### config.mk
export PLATFORM = sky130hd
export DESIGN_NAME = lector_contador
export DESIGN_NICKNAME = d
export VERILOG_FILES = /design/src/rtl/lector_contador.sv
export SDC_FILE = /design/constraint.sdc
export NUM_CORES = 1
export LEC_CHECK = 0
export CORE_UTILIZATION = 44
export CTS_BUF_LIST = sky130_fd_sc_hd__clkbuf_8
export DETAILED_ROUTE_END_ITERATION = 10
export DONT_BUFFER_PORTS = 1
export GPL_ROUTABILITY_DRIVEN = 1
export PLACE_DENSITY = 0.69
export SYNTH_ARGS = -nofsm -noshare
export SYNTH_HDL_FRONTEND = slang
export SYNTH_SLANG_ARGS = --single-unit
### constraint.sdc
create_clock -name clk -period 4.45 [get_ports clk]
set_input_delay 0 -clock clk [delete_from_list [all_inputs] [get_ports clk]]
set_output_delay 0 -clock clk [all_outputs]
set_load 0.01 [all_outputs]
### src/rtl/lector_contador.sv
// Reads the occupancy count of each output-stage FIFO in turn and
// keeps the per-FIFO counts plus their total.
module lector_contador #(
  parameter int FIFO_UNITS = 4,
  parameter int INDEX      = 2,
  parameter int TIMEOUT    = 8
) (
  input  logic             clk,
  input  logic             reset,
  input  logic             start,
  input  logic             IDLE,
  input  logic [4:0]       cuenta,
  input  logic             valid,
  output logic             req,
  output logic [INDEX-1:0] idx,
  output logic [4:0]       cuenta_0,
  output logic [4:0]       cuenta_1,
  output logic [4:0]       cuenta_2,
  output logic [4:0]       cuenta_3,
  output logic [6:0]       total,
  output logic             busy,
  output logic             done,
  output logic             error
);

  typedef enum logic [1:0] {
    ESPERA   = 2'd0,
    SOLICITA = 2'd1,
    FIN      = 2'd2
  } state_t;

  localparam int WW = $clog2(TIMEOUT + 1);
  localparam int NSLOT = (FIFO_UNITS > 4) ? FIFO_UNITS : 4;
  localparam logic [INDEX-1:0] LAST = INDEX'(FIFO_UNITS - 1);
  localparam logic [WW-1:0] LIMIT = WW'(TIMEOUT);

  state_t           state;
  state_t           state_nxt;
  logic [INDEX-1:0] pos;
  logic [INDEX-1:0] pos_nxt;
  logic [WW-1:0]    wait_cnt;
  logic [WW-1:0]    wait_nxt;
  logic [WW-1:0]    wait_inc;
  logic             clear;
  logic             capture;
  logic             abort;
  logic [4:0]       slot [NSLOT];
  logic [6:0]       sum;

  assign wait_inc = wait_cnt + WW'(1);

  // State, index and wait counter registers
  always_ff @(posedge clk or negedge reset) begin
    if (!reset) begin
      state    <= ESPERA;
      pos      <= '0;
      wait_cnt <= '0;
    end else begin
      state    <= state_nxt;
      pos      <= pos_nxt;
      wait_cnt <= wait_nxt;
    end
  end

  // Next-state: IDLE loss beats a capture, a capture beats the timeout
  always_comb begin
    state_nxt = state;
    pos_nxt   = pos;
    wait_nxt  = wait_cnt;
    clear     = 1'b0;
    capture   = 1'b0;
    abort     = 1'b0;
    unique case (state)
      ESPERA: begin
        if (start && IDLE) begin
          state_nxt = SOLICITA;
          pos_nxt   = '0;
          wait_nxt  = '0;
          clear     = 1'b1;
        end
      end
      SOLICITA: begin
        if (!IDLE) begin
          state_nxt = ESPERA;
          pos_nxt   = '0;
          wait_nxt  = '0;
          abort     = 1'b1;
        end else if (valid) begin
          capture  = 1'b1;
          wait_nxt = '0;
          if (pos == LAST) begin
            state_nxt = FIN;
            pos_nxt   = '0;
          end else begin
            pos_nxt = pos + INDEX'(1);
          end
        end else if (wait_inc == LIMIT) begin
          state_nxt = ESPERA;
          pos_nxt   = '0;
          wait_nxt  = '0;
          abort     = 1'b1;
        end else begin
          wait_nxt = wait_inc;
        end
      end
      FIN: begin
        state_nxt = ESPERA;
      end
      default: begin
        state_nxt = ESPERA;
        pos_nxt   = '0;
        wait_nxt  = '0;
      end
    endcase
  end

  // Captured counts, running total and sticky abort flag
  always_ff @(posedge clk or negedge reset) begin
    if (!reset) begin
      for (int i = 0; i < NSLOT; i++) begin
        slot[i] <= '0;
      end
      sum   <= '0;
      error <= 1'b0;
    end else if (clear) begin
      for (int i = 0; i < NSLOT; i++) begin
        slot[i] <= '0;
      end
      sum   <= '0;
      error <= 1'b0;
    end else begin
      if (capture) begin
        slot[pos] <= cuenta;
        sum       <= sum + {2'b00, cuenta};
      end
      if (abort) begin
        error <= 1'b1;
      end
    end
  end

  // Outputs decoded from the current state
  always_comb begin
    req  = 1'b0;
    busy = 1'b0;
    done = 1'b0;
    idx  = '0;
    unique case (state)
      SOLICITA: begin
        req  = 1'b1;
        busy = 1'b1;
        idx  = pos;
      end
      FIN: begin
        busy = 1'b1;
        done = 1'b1;
      end
      default: begin
        req  = 1'b0;
      end
    endcase
  end

  assign cuenta_0 = slot[0];
  assign cuenta_1 = slot[1];
  assign cuenta_2 = slot[2];
  assign cuenta_3 = slot[3];
  assign total    = sum;

endmodule

Word-level counts from Yosys, hierarchy flattened
Cells that the tools add are included.

Flip-flop bits (word level): 36. Output and inout bits: 33. Input port bits: 10. Logic and storage cells: 70.

Bitwise operators: 2. $add $sub $neg: 3. Equality and inequality tests: 7. Reduce and logical (&&, ||, !) cells: 9. Mux-type cells: 38. Order comparisons: 2.

Operators with widths (count): two-way mux 20 bit (2); bitwise mux 20 bit (1); two-way mux 2 bit (10); two-way mux 4 bit (4); two-way mux 1 bit (14); two-way mux 7 bit (2); case mux 4 bit (3 select lines) (1); demux 5 bit (select 2 bit) (1); != test 4 bit (second input constant) (2); adder 7 x 5 -> 7 bit (1); case mux 2 bit (3 select lines) (1); AND reduction 3 bit (2); two-way mux 5 bit (1); adder 4 x 1 -> 4 bit (second input constant) (1); == test 2 bit (second input constant) (2); == test 4 bit (second input constant) (1); case mux 2 bit (2 select lines) (1); nonzero test 2 bit (2); greater-or-equal comparator 3 bit (second input constant) (1); less-than comparator 3 x 1 -> 1 bit (second input constant) (1); inverter 2 -> 3 bit (1); adder 2 x 1 -> 2 bit (second input constant) (1); == test 2 x 1 -> 1 bit (second input constant) (1); logical AND 1 bit (2); other kinds (5) (5).

Longest topological paths before layout
Gate-level depths: netlist of run 1.

Depth after elaboration: 8. Gate-level depth with buffers: 8. Depth with buffers taken out: 7.

Worst setup path before layout of run 1
OpenSTA, ideal clock, no wires.

Path type: register to register. Start: register sum[0], in the netlist total[0]. End: register sum[6], in the netlist total[6]. Clock period less this slack: 1.858 ns. Slack: 2.592 ns. Arrival time: 1.732 ns. Buffers on the path: 0. Library setup time: 0.126 ns. Data required time: 4.324 ns. Cell stages (with the launch flop): 7. Cell sequence: dfrtp_1 -> ha_1 -> fa_1 -> a21o_1 -> a21oi_1 -> nor2b_1 -> o311a_1.

Longest elaborated chain between the ends: 3.

RTL lines: start: declaration (line 48) `logic [6:0] sum;`; start signal: assignment (line 134) `sum <= sum + {2'b00, cuenta};`; adder 7 x 5 -> 7 bit (line 134); two-way mux 7 bit (line 132) `if (capture) begin`; two-way mux 7 bit (line 125) `end else if (clear) begin`.

Every way passes these cells. The select of a mux whose other input is x is not followed. A chain may end at the register's enable or synchronous reset.

Final worst setup path of run 1
Start: register state[0]. End: register error.

Longest elaborated chain between the ends: 3. Elaborated cells on any way between the ends: 6. Classes of those cells: eq/ne: 1; mux: 3; reduce/logical: 2.

RTL lines: start: declaration (line 37) `state_t state;`; start signal: assignment (line 59) `state <= state_nxt;`; == test 2 x 1 -> 1 bit or logical NOT 2 bit (tied branches) (line 73) `unique case (state)`; two-way mux 1 bit (line 73); nonzero test 2 bit (no source line) or two-way mux 1 bit (tied branches); end signal: assignment (line 124) `error <= 1'b0;`; end signal: assignment (line 130) `error <= 1'b0;`; end signal: assignment (line 137) `error <= 1'b1;`; end: declaration (line 23) `output logic error`.

Several ways; a longest one is shown, not always the timed one.

==> impl_metrics.csv, run 1 <==
group,metric,value,unit
clocking,numClockSinks,36,
worst_hold_path,whs_path_depth,2,
sta,fmax,0.405,GHz
detailed_routing,routed_wl,4.21,mm
final_layout,drive_above_1_share,7.01,%
yosys,synthArstFlopShare,100,%
sta,rsz0062_at_grt,"no",
job,maxCapViolations,0,
setup_path,worstPathMaxFanout,28,
status,violations,"negative hold slack",
setup_path,ff2ff_path_depth,5,
setup_path,r2r_slack,1.98,ns
setup_path,required,4.62,ns
die,core_area,4090,µm²
final_layout,diodes,0,
clocking,path_clk_slew,0.07,ns
clocking,cts_setup_buffers,0,
sta,hold_viol,1,
yosys,synth_top_area_cell,"dfrtp_1",
setup_path,criticalPathCategory,"reg -> reg",
yosys,ys_types,37,
pwr,combPwrFrac,30.1,%
pwr,leakage,0.976,nW
die,rows,23,
detailed_routing,drt_iter0_markers,123,
pwr,p_per_area,528,nW/µm²
sta,min_period,2.47,ns
pwr,power_frac_clock,25.6,%
global_routing,overflow,0,
die,initial_utilization,46.6,%
yosys,syn_area,1900,µm²
clocking,cts_resized,0,
clocking,ctsHtreeMaxLevel,2,
sta,slew-limit-headroom,32.3,%
final_layout,nNetsFinal,238,
yosys,synth_top_area_share,47.3,%
pwr,power_switching,420,µW
sta,worst_pin_slew,1.02,ns
global_routing,antenna_found_initial,0,
yosys,ys_ff_latch,36,
sta,whs,-0.000431,ns
yosys,syn_inst,204,
worst_hold_path,hp-start,"start",
final_layout,fill_cells,381,
die,die_w,67.8,µm
global_routing,grt_usage,19.8,%
setup_path,worstPathCellList,"inv_1, ha_1, and3_1, o22ai_1, dlygate4sd3_1",
setup_path,r2r-start,"state[0]",
clocking,worstSkewPairLatency,0.29,ns
setup_path,cp_slowest_stage_delay,0.84,ns
placed_design,place_congestion,0.760,
placed_design,post-place-cells,247,
placed_design,dpl.hpwl,2.84,mm
yosys,synth.area.top_cells,"dfrtp_1 (47%), ha_1 (9.2%), nand2_1 (7.5%)",
sta,post-route-period-util,55.5,%
clocking,clk_path_buf_depth,2,
final_layout,multi_input_area,943,µm²
detailed_routing,dr_total_vias,1485,
clocking,cts_inserted_buffers,5,
worst_hold_path,hold_class,"in -> reg",
setup_path,slowest_stage,"and3_1",
clocking,cts_tree,"built",
detailed_routing,route.detailed.drc,0,
yosys,avgSynthCellArea,9.33,µm²
final_layout,syn_to_final_growth,12.9,%
detailed_routing,avgViaCountPerCell,5.63,
yosys,synth_enable_flop_cells,0,
detailed_routing,ant_nets,0,
global_routing,grt_first_pass_wirelength,6.56,mm
die,ios,43,
detailed_routing,firstDrtPassIters,4,
pwr,p_int,713,µW
setup_path,crit_arrival,2.64,ns
detailed_routing,wl_per_cell,15.9,µm
setup_path,endpoint_kind,"flop",
yosys,ys.flop_type,"dfrtp_1",
die,die_h,67.8,µm
yosys,ys_warn_count,0,
pwr,pwr-share-seq,44.3,%
yosys,synth.yosys.seq_area_share,47.3,%
sta,setup_violations,0,
die,die_area,4590,µm²
clocking,cts_root_buf,"clkbuf_8",
pwr,p_sw_share,37.1,%
sta,final_max_slew_viol_count,0,
status,status,"finished, violations left",
final_layout,regArea,901,µm²
worst_hold_path,worst_hold_path.endpoint,"state[1]",
pwr,peakVddDrop,0.000301,V
setup_path,r2r-end,"error",
global_routing,grt_pass1_vias,1373,
setup_path,startpoint_type,"flop",
final_layout,stdcell_count,264,
yosys,synth_nets,229,
placed_design,portBuffers,0,
sta,setup_tns,0,ns
sta,finClkSkew,0.00364,ns
global_routing,grt_max_degree,37,
-- what timing repair did --
| action | 4_1_cts | 5_1_grt |
|---|---|---|
| hold endpoints to repair | 57 | 0 |
| setup endpoints to repair | 0 | 0 |
| hold buffers | 9 | 0 |
-- critical path, delay by kind of cell (launching register included) --
family / cells / cell delay (ns)
AOI/OAI and AO/OA: 1 / 0.20
DFF: 1 / 0.41
adders and majority gates: 1 / 0.19
and+or+nand+nor: 1 / 0.84
buffers and inverters: 2 / 0.71
-- Yosys cell counts (2+ instances only) --
cell and count:
a211oi_1 2, a21o_1 3, a21oi_1 27, a31oi_1 2
and3_1 2, buf_2 5, clkbuf_1 2, dfrtp_1 36
ha_1 14, inv_1 6, nand2_1 38, nand3_1 23
nor2_1 9, nor2b_1 2, nor3_1 3, o211ai_1 2
o21ai_0 6, xnor2_1 2, xor2_1 2
-- placed cells by master (no fill, tap or decap), types with 2 or more instances in the layout --
master	netlist	layout
a211oi_1	2	2
a21o_1	3	3
a21oi_1	27	27
a31oi_1	2	2
and3_1	2	2
clkbuf_8	0	5
dfrtp_1	36	36
dlygate4sd3_1	0	8
ha_1	14	14
inv_1	6	6
nand2_1	38	38
nand3_1	23	23
nor2_1	9	9
nor2b_1	2	2
nor3_1	3	3
o211ai_1	2	2
o21ai_0	6	6
xnor2_1	2	2
xor2_1	2	2
-- cells by family (layout without fill, tap and decap cells) --
logic type | Yosys count | after routing | synth area share [%]
DFF | 36 | 36 | 47.3
and+or+nand+nor | 82 | 82 | 19.6
buffers and inverters | 14 | 24 | 3.09
adders and majority gates | 15 | 15 | 10.3
xor gates and xnor gates | 4 | 4 | 1.84
AOI/OAI and AO/OA | 51 | 51 | 16.5
muxes | 2 | 2 | 1.38
-- routing by layer --
| layer | up-vias | global-route usage (%) | wire length [µm] |
|---|---|---|---|
| li1 | 738 | - | - |
| met1 | 695 | 28.4 | 1980 |
| met2 | 45 | 28.6 | 1880 |
| met3 | 7 | 4.39 | 280 |
| met4 | 0 | 7.18 | 62 |
| met5 | - | 0 | 0 |
-- power by group through the flow --
stage               Combinational, mW  Sequential (mW)  Clock (mW)
floorplan                       0.267            0.490           0
global placement                0.308            0.507           0
detailed placement              0.317            0.510           0
CTS                             0.342            0.504       0.294
global route                    0.385            0.514       0.309
finish                          0.342            0.502       0.290
-- how the worst max path moves through the flow --
| stage | startpoint | end | slack, ns | depth (start not counted) |
|---|---|---|---|---|
| final | state[0] | error | 1.98 | 5 |
| after global routing | state[0] | error | 1.82 | 5 |
| after global placement | state[1] | cuenta_1[3] | 2.39 | 7 |
| after CTS | state[0] | error | 2.00 | 5 |
| after detailed placement | state[1] | cuenta_3[0] | 2.34 | 7 |
| after floorplan | total[0] | total[6] | 2.59 | 6 |
-- flip-flops by register name, summed over array words and instances (netlist names) --
name      cells
wait_cnt      4
cuenta_0      5
state         2
cuenta_1      5
total         7
pos           2
cuenta_3      5
error         1
cuenta_2      5
-- metrics by stage --
| step | hold WS (ns) | total power [mW] | setup slack (ns) | utilization [%] | area, µm² |
|---|---|---|---|---|---|
| after floorplan | -0.296 | 0.757 | 2.59 | - | 1900 |
| after global placement | -0.295 | 0.816 | 2.39 | 47.4 | 1940 |
| after detailed placement | -0.295 | 0.827 | 2.34 | 47.4 | 1940 |
| after CTS | 0.000566 | 1.14 | 2.00 | 52.6 | 2150 |
| after global routing | 0.0190 | 1.21 | 1.82 | 52.6 | 2150 |
| final | -0.000431 | 1.13 | 1.98 | 52.6 | 2150 |
-- area by class of cell --
| cell class | instances | area share, % |
|---|---|---|
| Multi-Input combinational cell | 154 | 43.9 |
| Tap cell | 50 | 2.91 |
| Clock buffer | 5 | 3.20 |
| Inverter | 6 | 1.05 |
| Clock inverter | 3 | 1.98 |
| Timing Repair Buffer | 10 | 5.01 |
| Sequential cell | 36 | 41.9 |
Note: power is estimated with default switching activity, not from simulation.
==> run 2, diff against run 1 <==
ABC_AREA = 1   (was unset)
clock period = 2.5 ns   (was 4.45 ns; I/O delays follow)
==> run 2 against run 1 <==
  * The run now ends clean
  * Sequential share of layout area is 0.32 points higher
  * Sequential power up 75%
  * Worst hold slack better by 0.016 ns
  * Wire length fell by 2.8%
  * Clock skew rose by 0.0017 ns
  * Total power increased by 79%
  * Final area shrank 0.76%
  * Worst setup slack worse by 1.3 ns
  * Critical path type unchanged
  * Non-clock buffer count did not move
  * Register-to-register slack worse by 1.3 ns
  * Maximum frequency rose by 39%
==> impl_metrics.csv, run 2 <==
group,metric,value,unit
pwr,peakVddDrop,0.000342,V
setup_path,cp-startpoint,"state[0]",
final_layout,diodes,0,
final_layout,most-common-layout-cells,"nand2_1 (46), nand3_1 (40), dfrtp_1 (36)",
detailed_routing,route.detailed.drc,0,
yosys,synth_enable_flop_cells,0,
status,status,"finished clean",
sta,worst_pin_slew,0.533,ns
sta,min_period,1.77,ns
die,core_area,4060,µm²
clocking,numClockSinks,36,
placed_design,dpl.hpwl,2.96,mm
setup_path,r2r-start,"state[0]",
sta,setup_tns,0,ns
yosys,synth_nets,237,
final_layout,mostFrequentLayoutCell,"nand2_1",
detailed_routing,avgViaCountPerCell,5.26,
yosys,syn_area,1880,µm²
yosys,ys_ff_latch,36,
setup_path,r2r-end,"cuenta_1[3]",
placed_design,post-place-cells,260,
sta,setup_violations,0,
clocking,path_clk_slew,0.08,ns
setup_path,endpoint_kind,"flop",
final_layout,utilization,52.5,%
detailed_routing,ant_nets,0,
yosys,synth_common_cells,"nand2_1 (46), nand3_1 (40), dfrtp_1 (36), o21ai_0 (20), inv_1 (18)",
final_layout,nNetsFinal,251,
yosys,avgSynthCellArea,8.87,µm²
setup_path,worstPathMaxFanout,18,
yosys,synth_top_area_cell,"dfrtp_1",
yosys,ys.flop_type,"dfrtp_1",
die,die_area,4540,µm²
final_layout,largest_reg_flops,7,
detailed_routing,routed_wl,4.09,mm
sta,post-route-period-util,70.9,%
setup_path,crit_arrival,1.94,ns
final_layout,syn_to_final_growth,13.4,%
detailed_routing,dr_total_vias,1458,
detailed_routing,firstDrtPassIters,4,
yosys,synthArstFlopShare,100,%
global_routing,antenna_found_initial,0,
clocking,cts_root_buf,"clkbuf_8",
clocking,worstSkewPairLatency,0.29,ns
yosys,synth.area.top_cells,"dfrtp_1 (48%), nand3_1 (11%), ha_1 (9.3%)",
clocking,cts_tree,"built",
sta,finClkSkew,0.00538,ns
setup_path,criticalPathCategory,"reg -> reg",
yosys,synth.yosys.seq_area_share,47.9,%
yosys,synth_most_common_cell,"nand2_1",
final_layout,fin_area,2130,µm²
worst_hold_path,whs_path_depth,2,
die,initial_utilization,46.3,%
yosys,synth_top_area_share,47.9,%
die,ios,43,
sta,final_max_slew_viol_count,0,
global_routing,grt_usage,19.5,%
global_routing,grt_max_degree,37,
placed_design,placed_area,1920,µm²
final_layout,stdcell_count,277,
detailed_routing,drt_iter0_markers,137,
yosys,ys_types,22,
die,rows,23,
pwr,p_per_area,954,nW/µm²
job,maxCapViolations,0,
setup_path,startpoint_type,"flop",
clocking,ctsHtreeMaxLevel,2,
die,die_w,67.4,µm
die,die_h,67.4,µm
clocking,cts_setup_buffers,0,
placed_design,place_congestion,0.805,
setup_path,endpoint,"cuenta_1[3]",
yosys,ys_warn_count,0,
sta,slew-limit-headroom,64.4,%
detailed_routing,wl_per_cell,14.8,µm
global_routing,overflow,0,
yosys,syn_inst,212,
clocking,clk_path_buf_depth,2,
final_layout,drive_above_1_share,8.37,%
global_routing,grt_pass1_vias,1326,
pwr,leakage,1.05,nW
clocking,cts_inserted_buffers,5,
worst_hold_path,hp-start,"valid",
sta,rsz0062_at_grt,"no",
sta,fmax,0.564,GHz
sta,hold_viol,0,
placed_design,portBuffers,0,
setup_path,required,2.67,ns
worst_hold_path,hold_class,"in -> reg",
setup_path,ff2ff_path_depth,6,
setup_path,r2r_slack,0.73,ns
global_routing,grt_first_pass_wirelength,6.51,mm
-- run 2: cell count changes in the layout (fill, tap and decap cells not counted), moves of 4 or more --
| cell | delta |
|---|---|
| inv_1 | +12 |
| nand2_1 | +8 |
| nand3_1 | +17 |
| o21ai_0 | +14 |
| a21oi_1 | -17 |
| nor2_1 | -4 |
| nand2_2 | +4 |
-- run 2: worst min path at each step --
stage                        to  slack [ns]
finish                 state[1]        0.02
global route           state[1]        0.04
CTS                    total[1]        0.02
detailed placement  wait_cnt[3]       -0.29
global placement    wait_cnt[2]       -0.29
floorplan           cuenta_0[0]       -0.30
-- run 2: timing repair --
action	CTS	global route
resized for setup	0	0
endpoints found under the hold margin	61	0
hold buffers	9	0
-- run 2: report_power, final --
| part | internal (mW) | leakage, nW | switching, mW |
|---|---|---|---|
| Combinational | 0.233 | 0.508 | 0.409 |
| Clock | 0.295 | 0.0541 | 0.215 |
| Sequential | 0.710 | 0.489 | 0.171 |
| Total | 1.24 | 1.05 | 0.796 |
-- run 2: kinds of logic (layout without fill, tap and decap cells) --
group	count (synthesis)	after routing	synth area share, %
and+or+nand+nor	102	102	25.6
DFF	36	36	47.9
AOI/OAI and AO/OA	35	35	9.51
buffers and inverters	22	37	5.66
adders and majority gates	15	15	10.4
xor gates and xnor gates	2	2	0.932
-- run 2: per-stage QoR --
| stage | hold WS, ns | worst slack (ns) | total power, mW |
|---|---|---|---|
| after floorplan | -0.296 | 0.998 | 1.37 |
| after global placement | -0.295 | 0.775 | 1.49 |
| after detailed placement | -0.295 | 0.730 | 1.51 |
| after CTS | 0.0182 | 0.746 | 2.06 |
| after global routing | 0.0354 | 0.555 | 2.18 |
| final | 0.0151 | 0.727 | 2.03 |
-- run 2: metal layers --
| metal | GRT usage, % | wire (µm) | up-vias | part of all wire (%) |
|---|---|---|---|---|
| li1 | - | - | 738 | - |
| met1 | 25.7 | 1910 | 678 | 47 |
| met2 | 29.4 | 1870 | 36 | 46 |
| met3 | 6.76 | 252 | 6 | 6.2 |
| met4 | 7.18 | 60 | 0 | 1.5 |
| met5 | 0 | 0 | - | 0 |
-- run 2: layout make-up --
class	count	area (µm²)
clock inverters	3	42.5
multi-input cells	154	873
clock buffers	5	68.8
flip-flops and latches	36	901
well taps	50	62.6
inverters	19	76.3
fillers	371	1930
repair buffers	10	108
-- run 2: critical path: stages (launching register included) --
cell     delay (ns)
dfrtp_1        0.39
inv_1          0.08
ha_1           0.16
nand3_1        0.40
buf_4          0.38
nand2_1        0.13
o21ai_0        0.11
